`src/rtl/mc_ctrl.sv`:
```
// mc_ctrl: multi-cycle main controller for the MIPS datapath.
// A six-state FSM steps each instruction through FETCH/DECODE/EXE/MEM/WB.
// Control outputs are decoded combinationally from state, op and funct.
// Every write enable and the illegal pulse are held low while reset is low.
module mc_ctrl #(
   parameter int CNT_W = 32
) (
   input  logic             clk,
   input  logic             reset,
   input  logic [5:0]       op,
   input  logic [5:0]       funct,
   input  logic             zero,
   output logic             PCWr,
   output logic             IRWr,
   output logic             RegWr,
   output logic             MemWr,
   output logic             ExtOp,
   output logic             ALUSrc,
   output logic [2:0]       ALUOp,
   output logic [1:0]       RegDst,
   output logic [1:0]       MemtoReg,
   output logic [1:0]       NPCOp,
   output logic [2:0]       state,
   output logic             illegal,
   output logic [CNT_W-1:0] instr_cnt
);

   typedef enum logic [2:0] {
      S_FETCH  = 3'd0,
      S_DECODE = 3'd1,
      S_EXE    = 3'd2,
      S_MEM_RD = 3'd3,
      S_MEM_WR = 3'd4,
      S_WB     = 3'd5
   } state_t;

   localparam logic [5:0] OP_R    = 6'h00;
   localparam logic [5:0] OP_ORI  = 6'h0D;
   localparam logic [5:0] OP_LUI  = 6'h0F;
   localparam logic [5:0] OP_LW   = 6'h23;
   localparam logic [5:0] OP_SW   = 6'h2B;
   localparam logic [5:0] OP_BEQ  = 6'h04;
   localparam logic [5:0] OP_J    = 6'h02;
   localparam logic [5:0] OP_JAL  = 6'h03;
   localparam logic [5:0] F_ADDU  = 6'h21;
   localparam logic [5:0] F_SUBU  = 6'h23;
   localparam logic [5:0] F_JR    = 6'h08;

   state_t           r_state;
   state_t           w_next;
   logic [CNT_W-1:0] r_cnt;

   logic w_rtype, w_addu, w_subu, w_jr, w_ori, w_lui, w_lw, w_sw, w_beq, w_j, w_jal;
   logic w_legal;
   logic w_pcwr, w_irwr, w_regwr, w_memwr, w_illegal, w_retire;

   // Instruction decode from the IR fields
   assign w_rtype = (op == OP_R);
   assign w_addu  = w_rtype && (funct == F_ADDU);
   assign w_subu  = w_rtype && (funct == F_SUBU);
   assign w_jr    = w_rtype && (funct == F_JR);
   assign w_ori   = (op == OP_ORI);
   assign w_lui   = (op == OP_LUI);
   assign w_lw    = (op == OP_LW);
   assign w_sw    = (op == OP_SW);
   assign w_beq   = (op == OP_BEQ);
   assign w_j     = (op == OP_J);
   assign w_jal   = (op == OP_JAL);
   assign w_legal = w_addu | w_subu | w_jr | w_ori | w_lui | w_lw | w_sw |
                    w_beq | w_j | w_jal;

   // State register; reset aborts any instruction in flight
   always_ff @(posedge clk) begin
      if (!reset) r_state <= S_FETCH;
      else        r_state <= w_next;
   end

   // Retired-instruction counter, wraps silently
   always_ff @(posedge clk) begin
      if (!reset)        r_cnt <= '0;
      else if (w_retire) r_cnt <= r_cnt + CNT_W'(1);
   end

   // Next-state and control decode; everything defaults to 0 / FETCH
   always_comb begin
      w_next    = S_FETCH;
      w_pcwr    = 1'b0;
      w_irwr    = 1'b0;
      w_regwr   = 1'b0;
      w_memwr   = 1'b0;
      w_illegal = 1'b0;
      w_retire  = 1'b0;
      ExtOp     = 1'b0;
      ALUSrc    = 1'b0;
      ALUOp     = 3'd0;
      RegDst    = 2'd0;
      MemtoReg  = 2'd0;
      NPCOp     = 2'd0;
      case (r_state)
         S_FETCH: begin
            w_irwr = 1'b1;
            w_pcwr = 1'b1;
            w_next = S_DECODE;
         end
         S_DECODE: begin
            if (!w_legal) begin
               w_illegal = 1'b1;
            end else if (w_j || w_jal) begin
               w_pcwr   = 1'b1;
               NPCOp    = 2'd2;
               w_retire = 1'b1;
               if (w_jal) begin
                  // link: $31 <= PC, which already holds PC+4
                  w_regwr  = 1'b1;
                  RegDst   = 2'd2;
                  MemtoReg = 2'd2;
               end
            end else if (w_jr) begin
               w_pcwr   = 1'b1;
               NPCOp    = 2'd3;
               w_retire = 1'b1;
            end else begin
               w_next = S_EXE;
            end
         end
         S_EXE: begin
            if (w_addu || w_subu) begin
               ALUOp  = w_subu ? 3'd1 : 3'd0;
               w_next = S_WB;
            end else if (w_ori) begin
               ExtOp  = 1'b1;
               ALUSrc = 1'b1;
               ALUOp  = 3'd2;
               w_next = S_WB;
            end else if (w_lui) begin
               ALUSrc = 1'b1;
               ALUOp  = 3'd3;
               w_next = S_WB;
            end else if (w_lw || w_sw) begin
               ALUSrc = 1'b1;
               w_next = w_lw ? S_MEM_RD : S_MEM_WR;
            end else if (w_beq) begin
               ALUOp    = 3'd1;
               NPCOp    = 2'd1;
               w_pcwr   = zero;
               w_retire = 1'b1;
            end
         end
         S_MEM_RD: begin
            // keep the address selects stable while DM is read
            ALUSrc = 1'b1;
            w_next = S_WB;
         end
         S_MEM_WR: begin
            ALUSrc   = 1'b1;
            w_memwr  = 1'b1;
            w_retire = 1'b1;
         end
         S_WB: begin
            w_regwr  = 1'b1;
            w_retire = 1'b1;
            if (w_rtype) RegDst   = 2'd1;
            if (w_lw)    MemtoReg = 2'd1;
         end
         default: ; // unreachable encodings fall back to FETCH with no writes
      endcase
   end

   assign PCWr      = w_pcwr & reset;
   assign IRWr      = w_irwr & reset;
   assign RegWr     = w_regwr & reset;
   assign MemWr     = w_memwr & reset;
   assign illegal   = w_illegal & reset;
   assign state     = r_state;
   assign instr_cnt = r_cnt;

endmodule
```
`config.mk`:
```
export PLATFORM = sky130hd
export DESIGN_NAME = mc_ctrl
export DESIGN_NICKNAME = d
export VERILOG_FILES = /design/src/rtl/mc_ctrl.sv
export SDC_FILE = /design/constraint.sdc
export NUM_CORES = 1
export LEC_CHECK = 0
export CORE_MARGIN = 2
export CORE_UTILIZATION = 50
export CTS_CLUSTER_DIAMETER = 50
export DETAILED_ROUTE_END_ITERATION = 8
export PLACE_DENSITY = 0.82
export SETUP_SLACK_MARGIN = 0.2
export SLEW_MARGIN = 20
export SYNTH_ARGS = -nofsm -noshare
export SYNTH_HDL_FRONTEND = slang
export SYNTH_SLANG_ARGS = --single-unit
```
`constraint.sdc`:
```
create_clock -name clk -period 6.1 [get_ports clk]
set_input_delay 1.22 -clock clk [delete_from_list [all_inputs] [get_ports clk]]
set_output_delay 1.22 -clock clk [all_outputs]
set_load 0.01 [all_outputs]
```
### After elaboration in Yosys (flattened, before gate mapping)

Index checks and enable logic that the tools add are counted.

* add/sub/neg operators: 1
* equality and inequality tests: 15
* mux-type cells: 63
* bitwise operators: 14
* reductions and logical operators: 10

Operator list (number)
* $mux 1: 37
* $add 32x1->32 const B: 1
* $mux 2: 13
* $eq 6x6->1 const B: 4
* $eq 6x4->1 const B: 3
* $mux 3: 5
* $eq 6x2->1 const B: 2
* $pmux 2 s2: 3
* $pmux 3 s4: 1
* $or 1x1->1: 9
* $eq 3x2->1 const B: 2
* $eq 3x3->1 const B: 2
* $eq 6x3->1 const B: 1
* $logic_not 6->1: 1
* $pmux 1 s3: 2
* $and 1x1->1: 5
* $pmux 1 s2: 2
* $reduce_or 2->1: 2
* $eq 3x1->1 const B: 1
* $logic_and 1x1->1: 3
* $logic_not 3->1: 1
* $logic_or 1x1->1: 3

* flip-flop bits (word level): 35
* input port bits: 15
* output and inout port bits: 51
* logic and storage cells: 105

### Longest topological paths before layout

Gate-level depths: netlist (run 1).

* word-level depth: 14
* mapped depth: 8

### Worst setup path after synthesis (run 1)

Ideal clock, no wire load.

* path kind: input port to output port
* from: in op[3]
* to: out PCWr
* arrival: 2.588 ns
* data required time: 4.880 ns
* setup slack: 2.292 ns
* cell stages on the path: 4
* buffers on the path: 0
* cell sequence: or4_4 or3_4 nor2_1 o21a_1

* longest elaborated chain between the ends: 14
* elaborated cells between the ends (all ways): 33

Ends and longest elaborated chain
* start: declaration: line 10 `input logic [5:0] op,`
* $logic_not 6->1: line 58 `assign w_rtype = (op == OP_R);`
* $logic_and 1x1->1 (on tied branches): line 59, 60
* $or 1x1->1 (7 in series): line 69 `assign w_legal = w_addu | w_subu | w_jr | w_ori | w_lui | w_lw | w_sw |`
* $or 1x1->1 (2 in series): line 70 `w_beq | w_j | w_jal;`
* $mux 1: line 106 `if (!w_legal) begin`
* $pmux 1 s3 *: line 99 `case (r_state)`
* $and 1x1->1 *: line 169 `assign PCWr = w_pcwr & reset;`
* end: declaration: line 13 `output logic PCWr,`

Mark *: on every way between the ends. The rest lies on a longest branch, timed or not.

### Final worst setup path (run 1)

Ends and elaborated chain as after synthesis.

==> results.md, run 1 <==
- The run finished with clean final reports.
- The number of global-route vias before repair came to 1834.
- In this run the mean area of a mapped cell was slightly below 8 sq um.
- The maximum root-to-sink buffer count is 2.
- STA classifies the critical path endpoint as an output pin.
- After layout, the minimum clock period comes to 4.77 ns.
- The final hold violation count came to 0.
- The final worst clock skew is 0.00607 ns.
- The number of DRC markers after the initial detailed-route iteration is between 150 and 200.
- The number of antenna violations at the first check in global routing is 0.
- Counting the fill cells in the layout gives 345.
- The top cell type by area accounts for between 30% and 40% of the synthesized area.
- The number of placement rows is 23.
- Setup repair after global routing left no endpoint under its margin.
- The number of distinct library cells after synthesis is around 40.
- The root buffer cell is sky130_fd_sc_hd__clkbuf_8.
- After clock tree synthesis, the clock-pin slew on the worst setup and hold paths is ~0.07 ns.
- For flop-to-flop paths, the worst setup slack is around 3.2 ns.
- For the final routed database, the setup TNS stands at 0 ns.
- Before antenna repair, the detailed router went through 4 iterations.
- The aggregate global routing overflow is 0.
- The post-synthesis sequential area ratio is about 34%.
- The power per standard cell area is about 160 nW/um^2.
- The core box area is about 4000 sq um.
- The cell area after placement is 2680 sq um.
- The flop and latch count out of synthesis is 35.
- The headroom to the max-slew limit is 50.4%.
- The count of vias placed by the detailed router is roughly 2200.
- The max-cap violation count is 0.
- The insertion delay to the later sink of the worst-skew pair is between 0.2 and 0.3 ns.
- The category of the critical setup timing path is primary input to output pin.
- The stage delay of the slowest cell on the critical path is 0.60 ns.
- The highest attainable clock frequency is 0.210 GHz.
- The share of final-layout standard cells stronger than drive strength 1 is under 10%.
- The worst-path maximum fanout is 7.
- The routability congestion estimate from global placement is ~0.9.
- The final layout contains 336 nets.
- The destination of the critical timing path is PCWr.
- The buffers plus inverters on the worst setup path is 2.
- Counting every net in the synthesized netlist gives between 200 and 300.
- The maximum number of pins on one net before global-route repair is 58.
- The die covers 4700 sq um.
- Setup violations remaining at the end of the flow were counted as 0.
- Yosys attributes the largest share of cell area to sky130_fd_sc_hd__dfxtp_1 (34%), sky130_fd_sc_hd__a21oi_1 (6.7%), sky130_fd_sc_hd__or4_1 (5.8%).
- The worst hold path belongs to the class flip-flop to flip-flop.
- Counting every sink on the clock net gives 35.
- The final number of max-transition violations is 0.
- The mapped cell area is about 2100 sq um.
- The effective utilization at floorplan is between 50% and 60%.
- Leaving out fill and tap cells, the most frequent cell in the layout is sky130_fd_sc_hd__clkdlybuf4s50_1.
- The kind of launch point of the worst setup path is a primary input.
- Synthesis produced a netlist whose cell count is 270.
- The repair_antennas step left the layout with diodes totalling 0.
- Post-CTS timing repair inserted 0 buffers for setup.
- After detailed routing, the total wire length is between 5000 and 6000 um.
- The slowest library cell on the worst path is sky130_fd_sc_hd__or4_4.
- The signal on the critical path passes through clkdlybuf4s50_1 -> or4_4 -> or3_4 -> nor2_1 -> o21a_1 -> clkdlybuf4s50_1.
- For this design, the CTS-stage hold fixing added 0 buffers.
- Across the VDD grid, the largest voltage drop is ~80 uV.
- The pre-CTS setup slack is roughly 1.3 ns.
- The area added between synthesis and finish is 32.8%.
- Buffers placed on the I/O ports in this run total 64.
- The TritonCTS buffer count is 5.
- The top-level port count is between 60 and 70.
- The wire-length estimate of the detail-placed layout is roughly 3700 um.
- During synthesis, Yosys emitted a total of 0 warnings.
- The most frequent cell on the critical path is sky130_fd_sc_hd__clkdlybuf4s50_1.
- For the pin with the worst max-slew slack, the measured transition is ~0.74 ns.
- The wire length of the first global-routing pass is between 8000 and 9000 um.
- Tracing the worst setup path back leads to its startpoint at op[3].
- The final routed wire length divided by cell count is roughly 14 um.
- The critical path crosses 6 cells after its start point.
- STA puts the critical path data required time at 4.88 ns.
- On the critical path the largest part of the delay comes from simple AND/OR/NAND/NOR gates.
- From left edge to right edge, the die measures approximately 69 um.
- TritonCTS built the clock tree.
- Dividing the final minimum period by the clock period gives around four fifths.
- The worst register-to-register path ends at instr_cnt[24].
- The total number of H-tree levels is 2.
- The top cell types in the final layout, fill and taps aside, are sky130_fd_sc_hd__clkdlybuf4s50_1 (64), sky130_fd_sc_hd__dfxtp_1 (35), sky130_fd_sc_hd__a21oi_1 (28).
- The startpoint identified for the worst register-to-register timing path is instr_cnt[3].
- At the worst endpoint, the arrival time is roughly 3.6 ns.
- In the post-route analysis, the smallest setup slack over all paths is around 1.3 ns.
- Across every metal layer, demand over resource in global routing totals between 20% and 30%.
- The detail route stage leaves a number of antenna-violating nets equal to 0.
- The overall die height is roughly 70 um.
- For this run, design rule violations remaining after detail routing come to 0.
- The cell depth of the worst flop-to-flop path is 5.
- Summed over all cells, the static leakage comes to 0.000812 uW.
- The number of vias per cell after detailed routing is ~5.9.
- After routing the design area is 2770 sq um.
- The post-cts repair resize count is 0.
- The largest total area in the synthesized netlist belongs to sky130_fd_sc_hd__dfxtp_1.
## cells in the mapped netlist, drive strengths merged
| cell type | count |
|---|---|
| clkinv | 1 |
| o221a | 1 |
| dfxtp | 35 |
| nor3 | 5 |
| o22ai | 1 |
| or3 | 8 |
| and3 | 4 |
| o21ai | 12 |
| and2 | 1 |
| nand3 | 17 |
| o22a | 1 |
| a21oi | 28 |
| o21a | 3 |
| o211a | 1 |
| buf | 6 |
| nand2b | 8 |
| mux2i | 6 |
| nand3b | 2 |
| o31ai | 15 |
| xor2 | 1 |
| ha | 1 |
| nor4 | 10 |
| inv | 4 |
| nor3b | 1 |
| or2 | 1 |
| o31a | 2 |
| or4b | 1 |
| nor4b | 2 |
| and3b | 2 |
| clkbuf | 16 |
| nor2 | 19 |
| or4 | 17 |
| nand4 | 11 |
| nand2 | 25 |
| conb | 1 |
| nor2b | 1 |
## worst register-to-register path, delay by kind of cell, from the launching register on
kind	cells	cell delay, ns
and+or+nand+nor	4	2.30
DFF	1	0.42
AOI/OAI and AO/OA	1	0.16
## flip-flops by register name, indices dropped and copies added (netlist names)
register   cells
state          3
instr_cnt     32
## through the flow
stage	power, uW	instances	utilization [%]	hold WS, ns
after floorplan	253	270	-	0.486
after global placement	271	363	67.0	0.457
after detailed placement	271	363	67.0	0.464
after CTS	432	371	69.1	0.475
after global routing	445	371	69.1	0.521
final	432	371	69.1	0.471
## kinds of logic (layout without fill, tap and decap cells)
family	Yosys count	in the layout	share of synthesized area, %
AOI/OAI and AO/OA	64	64	19.1
xor gates and xnor gates	1	1	0.421
adders and majority gates	1	1	0.601
buffers and inverters	27	78	6.31
DFF	35	35	33.7
muxes	6	6	2.88
other	1	1	0.180
and+or+nand+nor	135	135	36.8
## routing by layer
metal	part of all wire [%]	track usage (%)	vias to the layer above
met5	0	0	-
met4	1.7	8.00	0
met3	6.4	6.49	10
met2	46	37.4	65
met1	46	29.9	1003
li1	-	-	1114
## worst min-delay path by stage
stage	startpoint	endpoint	slack [ns]	cells past startpoint
CTS	instr_cnt[31]	instr_cnt[31]	0.47	2
finish	instr_cnt[31]	instr_cnt[31]	0.47	2
global route	instr_cnt[27]	instr_cnt[27]	0.52	2
global placement	instr_cnt[31]	instr_cnt[31]	0.46	2
detailed placement	instr_cnt[31]	instr_cnt[31]	0.46	2
floorplan	instr_cnt[31]	instr_cnt[31]	0.49	2
## power breakdown
| part | total [uW] | internal [uW] | switching [uW] |
|---|---|---|---|
| registers | 231 | 229 | 1.69 |
| logic | 35.5 | 17.7 | 17.7 |
| clock network | 166 | 79.7 | 85.8 |
| total | 432 | 327 | 105 |
## final cells by class
| class | count | area [sq um] | share of cell area (%) |
|---|---|---|---|
| Inverter | 5 | 18.8 | 0.679 |
| Clock inverter | 2 | 12.5 | 0.452 |
| Tap cell | 50 | 62.6 | 2.26 |
| Multi-Input combinational cell | 208 | 1250 | 45.2 |
| Clock buffer | 6 | 72.6 | 2.62 |
| Timing Repair Buffer | 65 | 648 | 23.4 |
| Sequential cell | 35 | 701 | 25.3 |
Power figures use the tool's default switching activity.
==> run 2, diff against run 1 <==
--- a/config.mk
+++ b/config.mk
@@ -6,10 +6,10 @@
 export NUM_CORES = 1
 export LEC_CHECK = 0
 export CORE_MARGIN = 2
-export CORE_UTILIZATION = 50
+export CORE_UTILIZATION = 42
 export CTS_CLUSTER_DIAMETER = 50
 export DETAILED_ROUTE_END_ITERATION = 8
-export PLACE_DENSITY = 0.82
+export PLACE_DENSITY = 0.73
 export SETUP_SLACK_MARGIN = 0.2
 export SLEW_MARGIN = 20
 export SYNTH_ARGS = -nofsm -noshare
==> constraint.sdc (replaced) <==
create_clock -name clk -period 4.3 [get_ports clk]
set_input_delay 0.86 -clock clk [delete_from_list [all_inputs] [get_ports clk]]
set_output_delay 0.86 -clock clk [all_outputs]
set_load 0.01 [all_outputs]
==> run 2 against run 1 <==
Against the previous run: highest routed layer unchanged; count of clock-buffer cells in the layout down 1; clock skew about the same; wire length up 3.5%; register-to-register slack worse by 1.8 ns; first-iteration DRC count down 30%; non-clock buffer count up 1; largest cell class unchanged; sequential power up 42%; die area up 18%; critical endpoint unchanged; via count up 3.4%.
==> results.md, run 2 (same netlist as run 1, synthesis figures left out) <==
- The flow ran to the end, and the final reports show no timing, DRC or antenna violations.
- The first-pass iteration count of the detailed router was 4 (unchanged).
- The final wirelength is 5420 um (+3.5%).
- The total number of nets in the final design is 337 (+0.30%).
- The quantity of I/O buffers inserted on ports is 64 (unchanged).
- The final hold slack is 0.473 ns (+0.00202 ns).
- In this run the worst setup path begins at op[2].
- The highest attainable clock frequency is 0.250 GHz.
- The arrival time at the worst endpoint came to 3.15 ns (-0.40 ns).
- The end of the worst register-to-register path is instr_cnt[27].
- Relative to the synthesized area, the layout overhead comes to 36.7%.
- The post-route standard cell area excluding fillers is 2850 sq um (+2.9%).
- The final setup TNS is 0 ns (unchanged).
- The HPWL after detailed placement was 3740 um (+2.5%).
- The core box area is 4750 sq um (+19%).
- The count of unresolved DRC violations after routing is 0 (unchanged).
- The number of antenna violations at the first check in global routing was 0 (unchanged).
- The register-to-register setup slack is 1.32 ns (-1.83 ns).
- The number of vias per cell after detailed routing is 5.83 (-1.4%).
- TritonCTS built the clock tree.
- The share of total power in the clock network was 48.6% (+10 points).
- The power per standard cell area is 259 nW/um^2 (+66%).
- The shortest period the worst path allows is about 4.0 ns.
- The number of DRC markers after the initial detailed-route iteration is 110 (-30%).
- The part of the power in registers is 44.4% (-9.0 points).
- The TritonCTS sink count is 35 (unchanged).
- The worst-path maximum fanout is 5 (-2).
- The final routed wire length divided by cell count came to 13.9 um (-1.3%).
- The routability congestion estimate from global placement is 0.876 (-1.8%).
- The horizontal die dimension came to 74.4 um (+8.6%).
- The count of vias placed by the detailed router is 2267 (+3.4%).
- Leaving out fill and tap cells, the most frequent cells in the layout are sky130_fd_sc_hd__clkdlybuf4s50_1 (63), sky130_fd_sc_hd__dfxtp_1 (35), sky130_fd_sc_hd__a21oi_1 (28).
- The transition time at the pin with the least slew margin is 0.738 ns (-0.00416 ns).
- The number of placement rows is 25 (+8.7%).
- The total number of H-tree levels is 2 (unchanged).
- The commonest non-fill, non-tap cell in the layout is sky130_fd_sc_hd__clkdlybuf4s50_1.
- The worst setup path is of the primary input to output pin kind.
- The combinational fraction of design power is 7.0% (-1.2 points).
- The all-layer global routing usage came to 20.7% (-2.6 points).
- STA classifies the critical path startpoint as a primary input.
- The final worst clock skew came to 0.00606 ns (-0.0000111 ns).
- The final clock period utilization by the worst path is between 90% and 100%.
- Setup repair after global routing left no endpoint under its margin.
- The layout filler cell count was 452 (+31%).
- The overall die area is 5540 sq um (+18%).
- The switching part of the total is 21.0% (-3.4 points).
- The root buffer cell is sky130_fd_sc_hd__clkbuf_8.
- The worst hold path begins at instr_cnt[31].
- The number of global-route vias before repair is 1969 (+7.4%).
- The internal power consumption was 581 uW (+78%).
- The cell depth of the worst flop-to-flop path is 5 (unchanged).
- The count of cells along the worst hold path is 2 (unchanged).
- The number of antenna repair diodes is 0 (unchanged).
- The most frequent cell on the critical path is sky130_fd_sc_hd__clkdlybuf4s50_1.
- The stage delay of the slowest cell on the critical path is 0.57 ns (-0.03 ns).
- The headroom to the max-slew limit came to 50.6% (+0.28 points).
- The kind of path behind the tightest hold check is flip-flop to flip-flop.
- The required arrival time at the worst endpoint is 3.44 ns (-1.44 ns).
- The clock-pin slew on the worst setup and hold paths came to 0.07 ns (about the same).
- The slowest stage of the critical path is the sky130_fd_sc_hd__or4_4 cell.
- The maximum root-to-sink buffer count was 2 (unchanged).
- The wire length of the first global-routing pass was 9000 um (+7.9%).
- The remaining antenna violation count is 0 (unchanged).
- The switching power is 155 uW (+47%).
- The leakage power total came to 0.000841 uW (+3.6%).
- The overall die height is 74.4 um (+8.6%).
- The aggregate global routing overflow was 0 (unchanged).
- For hold timing, the worst endpoint is instr_cnt[31].
- The cell area after placement is 2710 sq um (+1.1%).
- The number of flip-flops under the largest register name is 32 (unchanged).
- The effective utilization at floorplan is 43.8% (-8.3 points).
- Traced cell by cell, the critical path runs through clkdlybuf4s50_1 -> or4_4 -> or3_4 -> nor2_2 -> o21a_1 -> clkdlybuf4s50_1.
- The maximum vdd ir drop came to 138 uV (+72%).
- The start of the worst register-to-register path is instr_cnt[3].
- STA classifies the critical path endpoint as an output pin.
- The final hold violation count is 0 (unchanged).
- The insertion delay to the later sink of the worst-skew pair is 0.29 ns (about the same).
- The top-level port count came to 66 (unchanged).
- The maximum number of pins on one net before global-route repair was 58 (unchanged).
- The TritonCTS buffer count came to 5 (unchanged).
- The cts-stage hold buffer count is 0 (unchanged).
- The final number of max-transition violations is 0 (unchanged).
- The max-cap violation count was 0 (unchanged).
- The setup-violating endpoint count in the final report was 0 (unchanged).
- The share of final-layout standard cells stronger than drive strength 1 is 5.28% (+0.92 points).
==> run 2: metal layers <==
layer  vias up  track usage [%]  share of wire (%)
met1      1064             27.4                 44
met2        79             32.3                 47
met4         0             8.33                1.7
met5         -                0                  0
li1       1116                -                  -
met3         8             5.42                7.2
==> run 2: power groups by stage <==
stage          clock, uW  sequential (uW)  combinational [uW]
4_1_cts              365              327                51.3
6_report             358              327                51.4
3_5_place_dp           0              335                51.5
2_1_floorplan          0              334                25.0
3_3_place_gp           0              335                51.3
5_1_grt              381              327                56.4
==> run 2: cell type report <==
class,instances,area (sq um),area share [%]
flip-flops and latches,35,701,24.6
clock buffers,5,68.8,2.42
multi-input cells,208,1250,44.0
well taps,67,83.8,2.95
clock inverters,3,67.6,2.37
inverters,5,18.8,0.659
repair buffers,66,654,23.0
==> run 2: worst max path at each step <==
stage | endpoint | slack (ns) | cells past startpoint
CTS | PCWr | 0.27 | 6
detailed placement | PCWr | 0.19 | 6
global route | PCWr | 0.23 | 6
global placement | PCWr | 0.27 | 6
floorplan | PCWr | 1.21 | 4
finish | PCWr | 0.29 | 6
==> run 2: through the flow <==
step           setup WS (ns)  power (uW)  utilization [%]  std cells
3_3_place_gp           0.268         386             57.0        381
2_1_floorplan           1.21         359                -        270
6_report               0.293         736             59.9        389
5_1_grt                0.230         765             59.9        389
3_5_place_dp           0.192         386             57.0        381
4_1_cts                0.266         743             59.8        389
==> run 2: timing repair <==
item                       CTS  global route
pin swaps                    0             0
buffers inserted             0             0
setup endpoints to repair    1             1
gates resized for setup      1             1
==> run 2: worst max-delay path, delay by kind of cell <==
family                 cells  cell delay, ns
AO/OA/AOI/OAI              1            0.15
buffers and inverters      2            0.99
AND/OR/NAND/NOR            3            1.14
==> run 3, diff against run 2 <==
--- a/config.mk
+++ b/config.mk
@@ -9,6 +9,7 @@
 export CORE_UTILIZATION = 42
 export CTS_CLUSTER_DIAMETER = 50
 export DETAILED_ROUTE_END_ITERATION = 8
+export HOLD_SLACK_MARGIN = 0.12
 export PLACE_DENSITY = 0.73
 export SETUP_SLACK_MARGIN = 0.2
 export SLEW_MARGIN = 20
==> constraint.sdc (replaced) <==
create_clock -name clk -period 4.3 [get_ports clk]
set_input_delay 0.86 -clock clk [delete_from_list [all_inputs] [get_ports clk]]
set_output_delay 0.86 -clock clk [all_outputs]
set_load 0.005 [all_outputs]
==> run 3 against run 2 <==
Against the previous run: sequential power barely moved; wire length fell by 0.92%; critical path depth did not move; sequential share of layout area rose by 0.20 points; fmax rose by 1.2%; largest cell class unchanged; highest routed layer unchanged.
==> results.md, run 3 (same netlist as run 1, synthesis figures left out) <==
- The flow ran to the end, and the final reports show no timing, DRC or antenna violations.
- In this run the critical register-to-register path is launched from instr_cnt[3].
- The required arrival time at the worst endpoint is 3.44 ns (about the same).
- The part of the power in registers is 48.4% (+4.0 points).
- The combinational fraction of design power is 7.5% (+0.5 points).
- The number of global-route vias before repair was 1884 (-4.3%).
- The HPWL after detailed placement was 3800 um (+1.5%).
- The first-pass iteration count of the detailed router is 4 (unchanged).
- The shortest period the worst path allows is 3.96 ns (-0.0463 ns).
- The library cell used most frequently in the layout, excluding fill and tap cells, is sky130_fd_sc_hd__clkdlybuf4s50_1.
- The buffers inserted during post-CTS setup optimization is 0 (unchanged).
- The maximum vdd ir drop is 139 uV (+0.53%).
- The arrival time at the worst endpoint is 3.10 ns (-0.05 ns).
- The highest attainable clock frequency is 0.252 GHz (+1.2%).
- The maximum number of pins on one net before global-route repair is 58 (unchanged).
- The kind of launch point of the worst setup path is a primary input.
- The area occupied by multi-input gates is 1250 sq um (-0.20%).
- The final worst clock skew was 0.0103 ns (+0.00427 ns).
- The cts-stage hold buffer count is 0 (unchanged).
- The power per standard cell area was 239 nW/um^2 (-7.5%).
- The wire length of the first global-routing pass is 8770 um (-2.6%).
- The switching power is 152 uW (-1.4%).
- The end of the worst hold path is instr_cnt[31].
- The clock-pin slew on the worst setup and hold paths was 0.07 ns (about the same).
- The max-cap violation count is 0 (unchanged).
- The count of cells along the worst hold path is 2 (unchanged).
- The post-route standard cell area excluding fillers is 2820 sq um (-0.79%).
- The share of total power in the clock network is 44.1% (-4.5 points).
- The number of vias per cell after detailed routing is 5.77 (-1.0%).
- The count of unresolved DRC violations after routing came to 0 (unchanged).
- The post-cts repair resize count is 0 (-1).
- The worst-path maximum fanout was 5 (unchanged).
- The number of antenna repair diodes came to 0 (unchanged).
- In the layout the commonest cells are sky130_fd_sc_hd__clkdlybuf4s50_1 (63), sky130_fd_sc_hd__dfxtp_1 (35), sky130_fd_sc_hd__a21oi_1 (28).
- The stage delay of the slowest cell on the critical path is 0.57 ns (about the same).
- The total number of nets in the final design is 337 (unchanged).
- Setup repair after global routing left no endpoint under its margin.
- The maximum root-to-sink buffer count is 2 (unchanged).
- The total number of H-tree levels came to 2 (unchanged).
- The cell that appears most often on the critical path is sky130_fd_sc_hd__clkdlybuf4s50_1.
- The number of antenna violations at the first check in global routing is 0 (unchanged).
- The total power consumption of the routed design is 675 uW (-8.2%).
- The all-layer global routing usage came to 20.4% (-0.27 points).
- The transition time at the pin with the least slew margin is 0.737 ns (-0.00162 ns).
- The core box area was 4750 sq um (unchanged).
- The footprint of the flip-flops and latches is 701 sq um (unchanged).
- The effective utilization at floorplan is 43.8% (unchanged).
- The quantity of I/O buffers inserted on ports is 64 (unchanged).
- The TritonCTS buffer count is 5 (unchanged).
- The layout filler cell count is 475 (+5.1%).
- The final clock period utilization by the worst path is 92.1% (-1.1 points).
- The final hold slack is 0.479 ns (+0.00593 ns).
- TritonCTS built the clock tree.
- The remaining antenna violation count was 0 (unchanged).
- The cell depth of the worst flop-to-flop path is 5 (unchanged).
- The aggregate global routing overflow is 0 (unchanged).
- The slowest library cell on the worst path is sky130_fd_sc_hd__or4_4.
- The count of vias placed by the detailed router is 2244 (-1.0%).
- The register-to-register setup slack was 1.28 ns (-0.04 ns).
- The top-level port count was 66 (unchanged).
- The critical path goes through clkdlybuf4s50_1 -> or4_4 -> or3_4 -> nor2_1 -> o21a_1 -> clkdlybuf4s50_1.
- The number of DRC markers after the initial detailed-route iteration is 164 (+49%).
- The internal power consumption is 523 uW (-10%).
- The overall die area is 5540 sq um (unchanged).
- The endpoint type of the worst setup path is an output pin.
- The routability congestion estimate from global placement was 0.883 (+0.86%).
- The final setup TNS came to 0 ns (unchanged).
- The switching part of the total is 22.6% (+1.6 points).
- The setup-violating endpoint count in the final report came to 0 (unchanged).
- The kind of path behind the tightest hold check is flip-flop to flip-flop.
- The final routed wire length divided by cell count is 13.8 um (-0.92%).
- The final number of max-transition violations is 0 (unchanged).
- The final hold violation count is 0 (unchanged).
- The final wirelength is 5370 um (-0.92%).
- The horizontal die dimension is 74.4 um (unchanged).
- The number of flip-flops under the largest register name is 32 (unchanged).
- The cell area after placement came to 2710 sq um (unchanged).
- The overall die height is 74.4 um (unchanged).
- The worst setup path is of the primary input to output pin kind.
- The number of placement rows is 25 (unchanged).
- The share of final-layout standard cells stronger than drive strength 1 came to 4.97% (-0.31 points).
- In this run the most critical hold path is launched from instr_cnt[31].
- The cell sitting at the root of the clock tree is a sky130_fd_sc_hd__clkbuf_8.
- The leakage power total is 0.000843 uW (+0.22%).
- The headroom to the max-slew limit was 50.4% (-0.21 points).
- In this run the critical register-to-register path is captured at instr_cnt[24].
- The area added between synthesis and finish is 35.6%.
- The insertion delay to the later sink of the worst-skew pair is 0.29 ns (about the same).
- The TritonCTS sink count is 35 (unchanged).
==> run 3: power by group through the flow <==
stage	sequential, uW	combinational [uW]	clock [uW]
detailed placement	335	50.2	0
global route	327	55.1	325
finish	327	50.4	298
global placement	335	49.8	0
floorplan	334	23.9	0
CTS	327	50.5	306
==> run 3: worst max-delay path, delay by kind of cell <==
kind / cells / cell delay, ns
simple gates: 3 / 1.14
compound gates: 1 / 0.14
buf+inv: 2 / 0.96
==> run 3: worst max path at each step <==
stage / startpoint / to
final: op[2] / PCWr
after global placement: op[3] / PCWr
after CTS: op[3] / PCWr
after detailed placement: op[3] / PCWr
after global routing: op[2] / PCWr
after floorplan: op[3] / PCWr
==> run 3: layout make-up <==
class,count,area share (%)
multi-input cells,208,44.3
repair buffers,66,23.3
clock inverters,3,1.55
inverters,5,0.665
well taps,67,2.97
clock buffers,5,2.44
flip-flops and latches,35,24.8
==> run 3: per-stage QoR <==
step / worst slack (ns) / util, % / instances
after floorplan: 1.33 / - / 270
after global placement: 0.304 / 57.0 / 381
after detailed placement: 0.263 / 57.0 / 381
after CTS: 0.256 / 59.3 / 389
after global routing: 0.276 / 59.4 / 389
final: 0.340 / 59.4 / 389
==> run 3: routing by layer <==
metal / wire length, um / vias to the layer above / share of wire [%] / global-route usage (%)
met2: 2560 / 57 / 48 / 32.4
li1: - / 1113 / - / -
met3: 324 / 7 / 6.0 / 6.64
met5: 0 / - / 0 / 0
met1: 2430 / 1067 / 45 / 26.1
met4: 64 / 0 / 1.2 / 7.54
